$ cat src/rtl/dmem_store_buffer.sv
// Posted-write store buffer between the core data port and dmem.
// Stores queue in a small FIFO and drain in the background; loads are
// forwarded from the youngest matching entry or read from dmem, and every
// accepted load returns data exactly one cycle later.
module dmem_store_buffer #(
  parameter int unsigned DATA_WIDTH   = 32,
  parameter int unsigned ADDR_WIDTH   = 10,
  parameter int unsigned DEPTH        = 4,
  parameter int unsigned STARVE_LIMIT = 4
) (
  input  logic                         CLK,
  input  logic                         RESET,
  input  logic                         c_req,
  input  logic                         c_we,
  input  logic [ADDR_WIDTH-1:0]        c_addr,
  input  logic [DATA_WIDTH-1:0]        c_wdata,
  output logic                         c_ready,
  output logic                         c_rvalid,
  output logic [DATA_WIDTH-1:0]        c_rdata,
  output logic [ADDR_WIDTH-1:0]        m_addr,
  output logic [DATA_WIDTH-1:0]        m_wdata,
  output logic                         m_we,
  input  logic                         m_ready,
  input  logic [DATA_WIDTH-1:0]        m_rdata,
  output logic [$clog2(DEPTH+1)-1:0]   count,
  output logic                         empty
);

  localparam int unsigned PTR_W = $clog2(DEPTH);
  localparam int unsigned CNT_W = $clog2(DEPTH + 1);
  localparam int unsigned STV_W = $clog2(STARVE_LIMIT + 1);

  // Buffer storage; entries past count are don't-care and never reset.
  logic [ADDR_WIDTH-1:0] addr_q [DEPTH];
  logic [DATA_WIDTH-1:0] data_q [DEPTH];

  logic [PTR_W-1:0]      head_q, head_d;
  logic [PTR_W-1:0]      tail_q, tail_d;
  logic [CNT_W-1:0]      count_q, count_d;
  logic [STV_W-1:0]      starve_q, starve_d;
  logic                  rvalid_q, rvalid_d;
  logic                  rsrc_mem_q, rsrc_mem_d;
  logic [DATA_WIDTH-1:0] fwd_q, fwd_d;

  logic                  hit_c;
  logic [DATA_WIDTH-1:0] hit_data_c;
  logic [PTR_W-1:0]      idx_c;
  logic                  load_c;
  logic                  stall_c;
  logic                  store_acc_c;
  logic                  hit_acc_c;
  logic                  miss_acc_c;
  logic                  drain_c;

  // Search oldest to youngest so the youngest matching entry wins.
  always_comb begin
    hit_c      = 1'b0;
    hit_data_c = '0;
    idx_c      = '0;
    for (int unsigned i = 0; i < DEPTH; i++) begin
      idx_c = head_q + PTR_W'(i);
      if ((CNT_W'(i) < count_q) && (addr_q[idx_c] == c_addr)) begin
        hit_c      = 1'b1;
        hit_data_c = data_q[idx_c];
      end
    end
  end

  // Acceptance and dmem port arbitration: an accepted load miss owns the port.
  always_comb begin
    load_c      = c_req & ~c_we;
    stall_c     = load_c & ~hit_c & (starve_q == STV_W'(STARVE_LIMIT)) & (count_q != '0);
    store_acc_c = ~RESET & c_req & c_we & (count_q < CNT_W'(DEPTH));
    hit_acc_c   = ~RESET & load_c & hit_c;
    miss_acc_c  = ~RESET & load_c & ~hit_c & ~stall_c;
    drain_c     = ~RESET & (count_q != '0) & m_ready & ~miss_acc_c;
    c_ready     = store_acc_c | hit_acc_c | miss_acc_c;
    m_we        = drain_c;
    m_addr      = drain_c ? addr_q[head_q] : c_addr;
    m_wdata     = drain_c ? data_q[head_q] : '0;
  end

  // Next-state for pointers, occupancy, starvation and load response.
  always_comb begin
    head_d     = head_q;
    tail_d     = tail_q;
    count_d    = count_q;
    starve_d   = starve_q;
    rvalid_d   = hit_acc_c | miss_acc_c;
    rsrc_mem_d = miss_acc_c;
    fwd_d      = fwd_q;
    if (store_acc_c) tail_d = tail_q + PTR_W'(1);
    if (drain_c)     head_d = head_q + PTR_W'(1);
    case ({store_acc_c, drain_c})
      2'b10:   count_d = count_q + CNT_W'(1);
      2'b01:   count_d = count_q - CNT_W'(1);
      default: count_d = count_q;
    endcase
    if (drain_c || (count_q == '0)) begin
      starve_d = '0;
    end else if (miss_acc_c && m_ready && (starve_q < STV_W'(STARVE_LIMIT))) begin
      starve_d = starve_q + STV_W'(1);
    end
    if (hit_acc_c) fwd_d = hit_data_c;
  end

  // Control state registers with synchronous reset.
  always_ff @(posedge CLK) begin
    if (RESET) begin
      head_q     <= '0;
      tail_q     <= '0;
      count_q    <= '0;
      starve_q   <= '0;
      rvalid_q   <= 1'b0;
      rsrc_mem_q <= 1'b1;
      fwd_q      <= '0;
    end else begin
      head_q     <= head_d;
      tail_q     <= tail_d;
      count_q    <= count_d;
      starve_q   <= starve_d;
      rvalid_q   <= rvalid_d;
      rsrc_mem_q <= rsrc_mem_d;
      fwd_q      <= fwd_d;
    end
  end

  // Enqueue an accepted store at the tail.
  always_ff @(posedge CLK) begin
    if (store_acc_c) begin
      addr_q[tail_q] <= c_addr;
      data_q[tail_q] <= c_wdata;
    end
  end

  // Load data: dmem pass-through or registered forward, zero when idle.
  always_comb begin
    c_rvalid = rvalid_q;
    c_rdata  = '0;
    if (rvalid_q) c_rdata = rsrc_mem_q ? m_rdata : fwd_q;
    count    = count_q;
    empty    = (count_q == '0);
  end

endmodule

$ cat config.mk
export PLATFORM = sky130hd
export DESIGN_NAME = dmem_store_buffer
export DESIGN_NICKNAME = d
export VERILOG_FILES = /design/src/rtl/dmem_store_buffer.sv
export SDC_FILE = /design/constraint.sdc
export NUM_CORES = 1
export LEC_CHECK = 0
export CAP_MARGIN = 20
export CORE_UTILIZATION = 39
export DETAILED_ROUTE_END_ITERATION = 6
export PLACE_DENSITY_LB_ADDON = 0.3
export SYNTH_ARGS = -nofsm -noshare
export SYNTH_HDL_FRONTEND = slang
export SYNTH_SLANG_ARGS = --single-unit
$ cat constraint.sdc
create_clock -name CLK -period 3.3 [get_ports CLK]
set_input_delay 0.33 -clock CLK [delete_from_list [all_inputs] [get_ports CLK]]
set_output_delay 0.33 -clock CLK [all_outputs]
set_load 0.02 [all_outputs]
==> flow_summary_export.csv, run 1 <==
group,metric,value,unit
hold_path,worstHoldStart,"RESET",
timing,setup_slack,-0.551,ns
place,preCtsSetupSlack,-0.518,ns
routing,drcViolationCount,2,
logic_synthesis,synth_edf_count,168,
floorplanning,io_pins,160,
critical_path,crit_type,"register to output port",
logic_synthesis,synth_fp_nets,1305,
cts,ctsLongestPathBuffers,3,
floorplanning,start_util,39.7,%
critical_path,slowest_delay,0.54,ns
grt,overflow,0,
cts,cts_tree,"yes",
grt,grt_pass1_vias,11600,
grt,grt_use_met2,40.1,%
grt,grt_pass1_wl,65400,um
timing,timing.final.crit_share,117,%
finish,fill_cells,3014,
pwr,power_density,410,nW/um^2
logic_synthesis,yosysUniqueCellTypes,62,
logic_synthesis,synth_fa_ha_area_share,0.975,%
status,violations,"DRC, setup timing",
place,numPortBuffers,159,
status,status,"complete, but fails checks",
logic_synthesis,seq_area_frac_synth,42.3,%
finish,final_common_cell,"edfxtp_1",
critical_path,endpoint_kind,"output port",
critical_path,critPathTopFamily,"multiplexers",
grt,grtUsageTotal,23.2,%
logic_synthesis,synth_simple_gate_area_share,10.4,%
cts,clk_latency,0.54,ns
critical_path,path_buf_inv,4,
floorplanning,fp.dieH,192,um
floorplanning,rows,69,
cts,cts.sinks,214,
timing,slew-limit-headroom,41.4,%
timing,layout_min_cycle_time,3.85,ns
logic_synthesis,synthArstFlopShare,0,%
routing,firstDrtPassIters,7,
hold_path,hold_class,"primary input to register",
logic_synthesis,yosys_warnings,0,
pwr,ir_drop,0.420,mV
finish,final_nets,1537,
routing,ant_nets,0,
logic_synthesis,synth.area.mux_share,26.5,%
finish,layout-drive-gt1-share,32.3,%
grt,grt_antenna_before_repair,2,
grt,met1_usage,28.3,%
grt,use_met3,4.64,%
logic_synthesis,synth_ff_type,"edfxtp_1",
timing,timing.final.hold_violations,0,
cts,path_clk_slew,0.06,ns
logic_synthesis,synth-compound-area-share,10.7,%
logic_synthesis,synth_cells,1215,
pwr,leakage,6.35,nW
cts,ctsHoldBuffers,0,
critical_path,crit_top_cell,"buf_12",
finish,post-route-util,52.7,%
critical_path,regToRegSetupSlack,-0.31,ns
logic_synthesis,mappedNetlistArea,14100,um^2
timing,report.final.slew_viol_count,0,
routing,wl_per_cell,22.5,um
critical_path,cp_max_fo,8,
critical_path,cp.depth,11,
place,place_congestion,0.828,
place,dp_hpwl,26700,um
routing,initialDrtViolationCount,1019,
timing,setup_violations,47,
floorplanning,dieArea,37000,um^2
routing,viasPerCell,5.86,
timing,worstMarginPinSlew,0.879,ns
critical_path,required,2.97,ns
routing,wl,43400,um
critical_path,cp_cell_sequence,"buf_12, buf_4, mux4_2, xnor2_1, nand2_1, nor4_4, a31oi_4, a211o_4, buf_12, mux2_4, buf_6",
logic_synthesis,ys_ff_latch,214,
timing,max_freq,260,MHz
finish,areaGrowthSynthToFinish,32.8,%
critical_path,rr_worst_depth,15,
run,cap_viol_max_count,0,
routing,vias,11300,
timing,holdWs,0.347,ns
pwr,finalPower,7.67,mW
timing,rsz0062_at_grt,"true",
critical_path,r2r_end,"count[2]",
logic_synthesis,synth_xor_area_share,2.78,%
cts,cts_buffers,26,
cts,htree_levels,1,
timing,clock_skew,0.0106,ns
logic_synthesis,syn_area_per_cell,11.6,um^2
floorplanning,coreArea,35600,um^2
critical_path,cp-start-kind,"register",
finish,mostFrequentLayoutCells,"168 x edfxtp_1, 137 x buf_4, 119 x mux2i_1",
grt,busiest_layer,"met2",
critical_path,cp_slowest_cell,"mux4_2",
critical_path,crit_path_end,"m_addr[3]",
grt,grt_max_degree,71,
cts,root_buffer,"clkbuf_16",
critical_path,critPathArrivalTime,3.52,ns
floorplanning,die_x,192,um
logic_synthesis,synth_top_family_by_area,"multiplexers",
==> cell usage after synthesis, types with 3 or more instances <==
library cell	count	area, um^2
nor2_1	73	274
buf_6	19	214
a21o_1	5	37.5
a211oi_1	4	30.0
xnor2_1	35	307
nand3_1	42	210
nand4_1	5	31.3
ha_1	11	138
mux4_2	86	1940
nand2_1	42	158
xor2_1	8	70.1
clkbuf_1	69	259
o21ai_0	35	175
a21oi_1	42	210
nor3_1	3	15.0
o211ai_1	34	255
nor4_1	35	219
inv_1	76	285
mux2_2	35	394
a311oi_1	32	280
dfxtp_1	46	921
edfxtp_1	168	5040
and2_1	4	25.0
mux2i_1	123	1230
buf_1	17	63.8
mux2_4	5	75.1
nand2b_1	34	213
o311ai_1	32	280
o22ai_1	3	18.8
nor2b_1	33	206
mux2_1	9	101
buf_2	13	65.1
==> layer usage <==
layer / routed length [um] / vias up
met5: 17 / -
met4: 1120 / 2
met3: 3380 / 91
met2: 21700 / 474
met1: 17200 / 5594
li1: - / 5136
==> cell families after synthesis <==
kind of cell,after synthesis
multiplexers,258
AO/OA/AOI/OAI,207
buffers and inverters,196
XOR/XNOR,44
AND/OR/NAND/NOR,285
adder cells (fa/ha/maj),11
flip-flops,214
==> through the flow <==
stage / cells / instance area, um^2 / setup TNS (ns)
global placement: 1857 / 17000 / -18.54
global route: 1927 / 18700 / -26.48
detailed placement: 1857 / 17000 / -22.09
floorplan: 1215 / 14200 / 0
finish: 1928 / 18700 / -21.36
CTS: 1921 / 18400 / -19.34
==> layout make-up <==
| class | instances | area [um^2] | share of cell area (%) |
|---|---|---|---|
| inverters | 78 | 295 | 1.58 |
| diodes | 1 | 2.50 | 0.0134 |
| flip-flops and latches | 214 | 5980 | 31.9 |
| well taps | 461 | 577 | 3.08 |
| repair buffers | 322 | 3160 | 16.9 |
| multi-input cells | 805 | 7760 | 41.4 |
| clock inverters | 20 | 283 | 1.51 |
| clock buffers | 27 | 676 | 3.61 |
==> flip-flops by register name, indices dropped and copies added (netlist names), named ones only <==
register / count
data_q: 128
addr_q: 40
fwd_q: 32
count: 3
starve_q: 3
head_q: 2
tail_q: 2
c_rvalid: 1
rsrc_mem_q: 1
==> timing repair <==
item	in CTS	in global routing
endpoints found under the setup margin	80	80
pin swaps	9	14
cloned	2	1
gates resized for setup	298	67
buffers inserted	16	5
==> worst register-to-register path, delay by kind of cell, from the launching register on <==
kind | cells | cell delay [ns]
xor gates and xnor gates | 1 | 0.23
adders and majority gates | 1 | 0.19
AOI/OAI and AO/OA | 3 | 0.63
and+or+nand+nor | 3 | 0.82
DFF | 1 | 0.38
muxes | 1 | 0.54
buffers and inverters | 6 | 0.75
==> where the power goes <==
part,total [mW],leakage [nW],internal (mW),switching (mW)
combinational,1.52,3.99,0.753,0.764
sequential,2.97,1.89,2.94,0.0326
clock,3.18,0.468,2.03,1.16
total,7.67,6.35,5.72,1.95
==> worst min-delay path by stage <==
stage	to	slack, ns	cells past startpoint
finish	tail_q[0]	0.35	3
global route	count[0]	0.37	3
CTS	starve_q[1]	0.35	6
detailed placement	fwd_q[26]	0.46	2
global placement	fwd_q[24]	0.46	2
floorplan	addr_q[0][0]	0.43	0
Note: power is estimated with default switching activity, not from simulation.
==> inputs of run 2 (changes only) <==
- GPL_TIMING_DRIVEN: not set -> 0
==> run 2 against run 1 <==
The flow finishes with violations (setup timing); final area decreased by 2.5%; critical path type unchanged; clock skew decreased by 0.0015 ns; critical endpoint is now m_addr[8]; sequential power about the same; critical path depth increased by 1.
==> flow_summary_export.csv, run 2 (synthesis gave the netlist of run 1 again) <==
group,metric,value,unit
status,status,"complete, but fails checks",
status,violations,"setup timing",
grt,overflow,0,
cts,cts.sinks,214,
pwr,finalPower,7.08,mW
timing,timing.final.crit_share,119,%
routing,viasPerCell,6.00,
timing,layout_min_cycle_time,3.92,ns
routing,wl,44500,um
run,cap_viol_max_count,0,
grt,grt_antenna_before_repair,3,
critical_path,required,2.97,ns
pwr,ir_drop,0.451,mV
finish,final_nets,1523,
cts,ctsLongestPathBuffers,3,
timing,slew-limit-headroom,26.6,%
critical_path,crit_type,"register to output port",
cts,root_buffer,"clkbuf_16",
pwr,leakage,6.01,nW
finish,fin_area,18300,um^2
place,place_congestion,0.922,
finish,largest_reg_flops,128,
timing,clock_skew,0.00916,ns
critical_path,endpoint_kind,"output port",
critical_path,cp-start-kind,"register",
grt,grt_pass1_vias,11400,
timing,worstMarginPinSlew,1.10,ns
timing,report.final.slew_viol_count,0,
timing,max_freq,255,MHz
grt,grt_max_degree,30,
hold_path,hold_class,"primary input to register",
timing,setup_violations,48,
finish,final_common_cell,"edfxtp_1",
grt,grtUsageTotal,23.6,%
cts,path_clk_slew,0.06,ns
floorplanning,die_x,192,um
routing,drcViolationCount,0,
routing,wl_per_cell,23.2,um
timing,finalSetupTns,-24.92,ns
cts,ctsHoldBuffers,0,
routing,vias,11500,
cts,clk_latency,0.53,ns
place,preCtsSetupSlack,-1.48,ns
floorplanning,rows,69,
pwr,power_density,388,nW/um^2
routing,firstDrtPassIters,7,
finish,top_regs,"data_q: 128 flops, addr_q: 40 flops, fwd_q: 32 flops",
place,dp_hpwl,30800,um
routing,initialDrtViolationCount,1162,
cts,cts_buffers,24,
grt,grt_pass1_wl,66800,um
cts,htree_levels,1,
critical_path,critPathArrivalTime,3.59,ns
place,numPortBuffers,159,
floorplanning,io_pins,160,
finish,areaGrowthSynthToFinish,29.5,%
routing,ant_nets,0,
floorplanning,fp.dieH,192,um
floorplanning,coreArea,35600,um^2
floorplanning,start_util,39.7,%
floorplanning,dieArea,37000,um^2
timing,rsz0062_at_grt,"true",
place,placed_cell_area,16400,um^2
critical_path,cp_max_fo,8,
finish,mostFrequentLayoutCells,"168 x edfxtp_1, 115 x clkdlybuf4s50_1, 113 x mux2i_1",
finish,largest-register,"data_q",
timing,setup_slack,-0.616,ns
finish,layout-drive-gt1-share,27.5,%
cts,cts_tree,"yes",
finish,fill_cells,3094,
timing,timing.final.hold_violations,0,
## run 2: cell types whose count changed in the layout (fill, tap and decap cells not counted), moves of 8 or more
cell and change:
buf_1 +14, buf_4 -106, clkbuf_1 +58, clkbuf_2 +15, nor2_2 -8, nor2_4 +8, xnor2_1 -8
## run 2: layout make-up
| type | instances | area, um^2 | share of cell area (%) |
|---|---|---|---|
| timing repair buffer | 194 | 2040 | 11.2 |
| clock buffer | 33 | 697 | 3.81 |
| inverter | 78 | 295 | 1.62 |
| antenna | 1 | 2.50 | 0.0137 |
| tap | 461 | 577 | 3.16 |
| multi-input combinational | 805 | 7880 | 43.1 |
| clock inverter | 11 | 83.8 | 0.459 |
| sequential | 214 | 5970 | 32.7 |
| buffer | 116 | 727 | 3.98 |
## run 2: worst paths after layout
path	from	endpoint	slack, ns	cells past startpoint
min	c_wdata[0]	data_q[1][0]	0.43	1
max reg2reg	head_q[0]	count[2]	-0.27	15
max	head_q[0]	m_addr[8]	-0.62	12
min reg2reg	fwd_q[18]	fwd_q[18]	0.47	2
## run 2: worst max-delay path: stages (launching register included)
cell and delay [ns]:
dfxtp_4 0.40, buf_16 0.13, mux4_2 0.52, xnor2_2 0.23, nand4_1 0.17, a2111oi_4 0.29, buf_4 0.19, a211oi_4 0.05
a211o_1 0.29, buf_8 0.16, buf_12 0.15, mux2_4 0.32, buf_6 0.14
## run 2: repair_timing
item / 4_1_cts / 5_1_grt
endpoints found under the setup margin: 80 / 86
gates resized for setup: 348 / 95
setup buffers: 15 / 12
cloned: 2 / 2
pin swaps: 17 / 19
## run 2: layer usage
| metal | part of all wire (%) | vias to the layer above | track usage [%] |
|---|---|---|---|
| met2 | 47 | 575 | 38.4 |
| li1 | - | 5110 | - |
| met3 | 8.6 | 116 | 4.77 |
| met4 | 3.7 | 4 | 8.54 |
| met5 | 0.058 | - | 0 |
| met1 | 40 | 5672 | 31.1 |
## run 2: stage by stage
stage | cells | util (%) | hold slack, ns
after global routing | 1912 | 51.4 | 0.431
after detailed placement | 1839 | 46.2 | 0.462
final | 1913 | 51.4 | 0.434
after CTS | 1900 | 50.1 | 0.413
after global placement | 1835 | 46.0 | 0.463
after floorplan | 1215 | - | 0.429
## run 2: power breakdown
part | switching, mW | internal (mW) | total [mW] | leakage [nW]
Clock | 1.08 | 1.55 | 2.63 | 0.382
Combinational | 0.782 | 0.702 | 1.48 | 3.73
Sequential | 0.0301 | 2.94 | 2.97 | 1.89
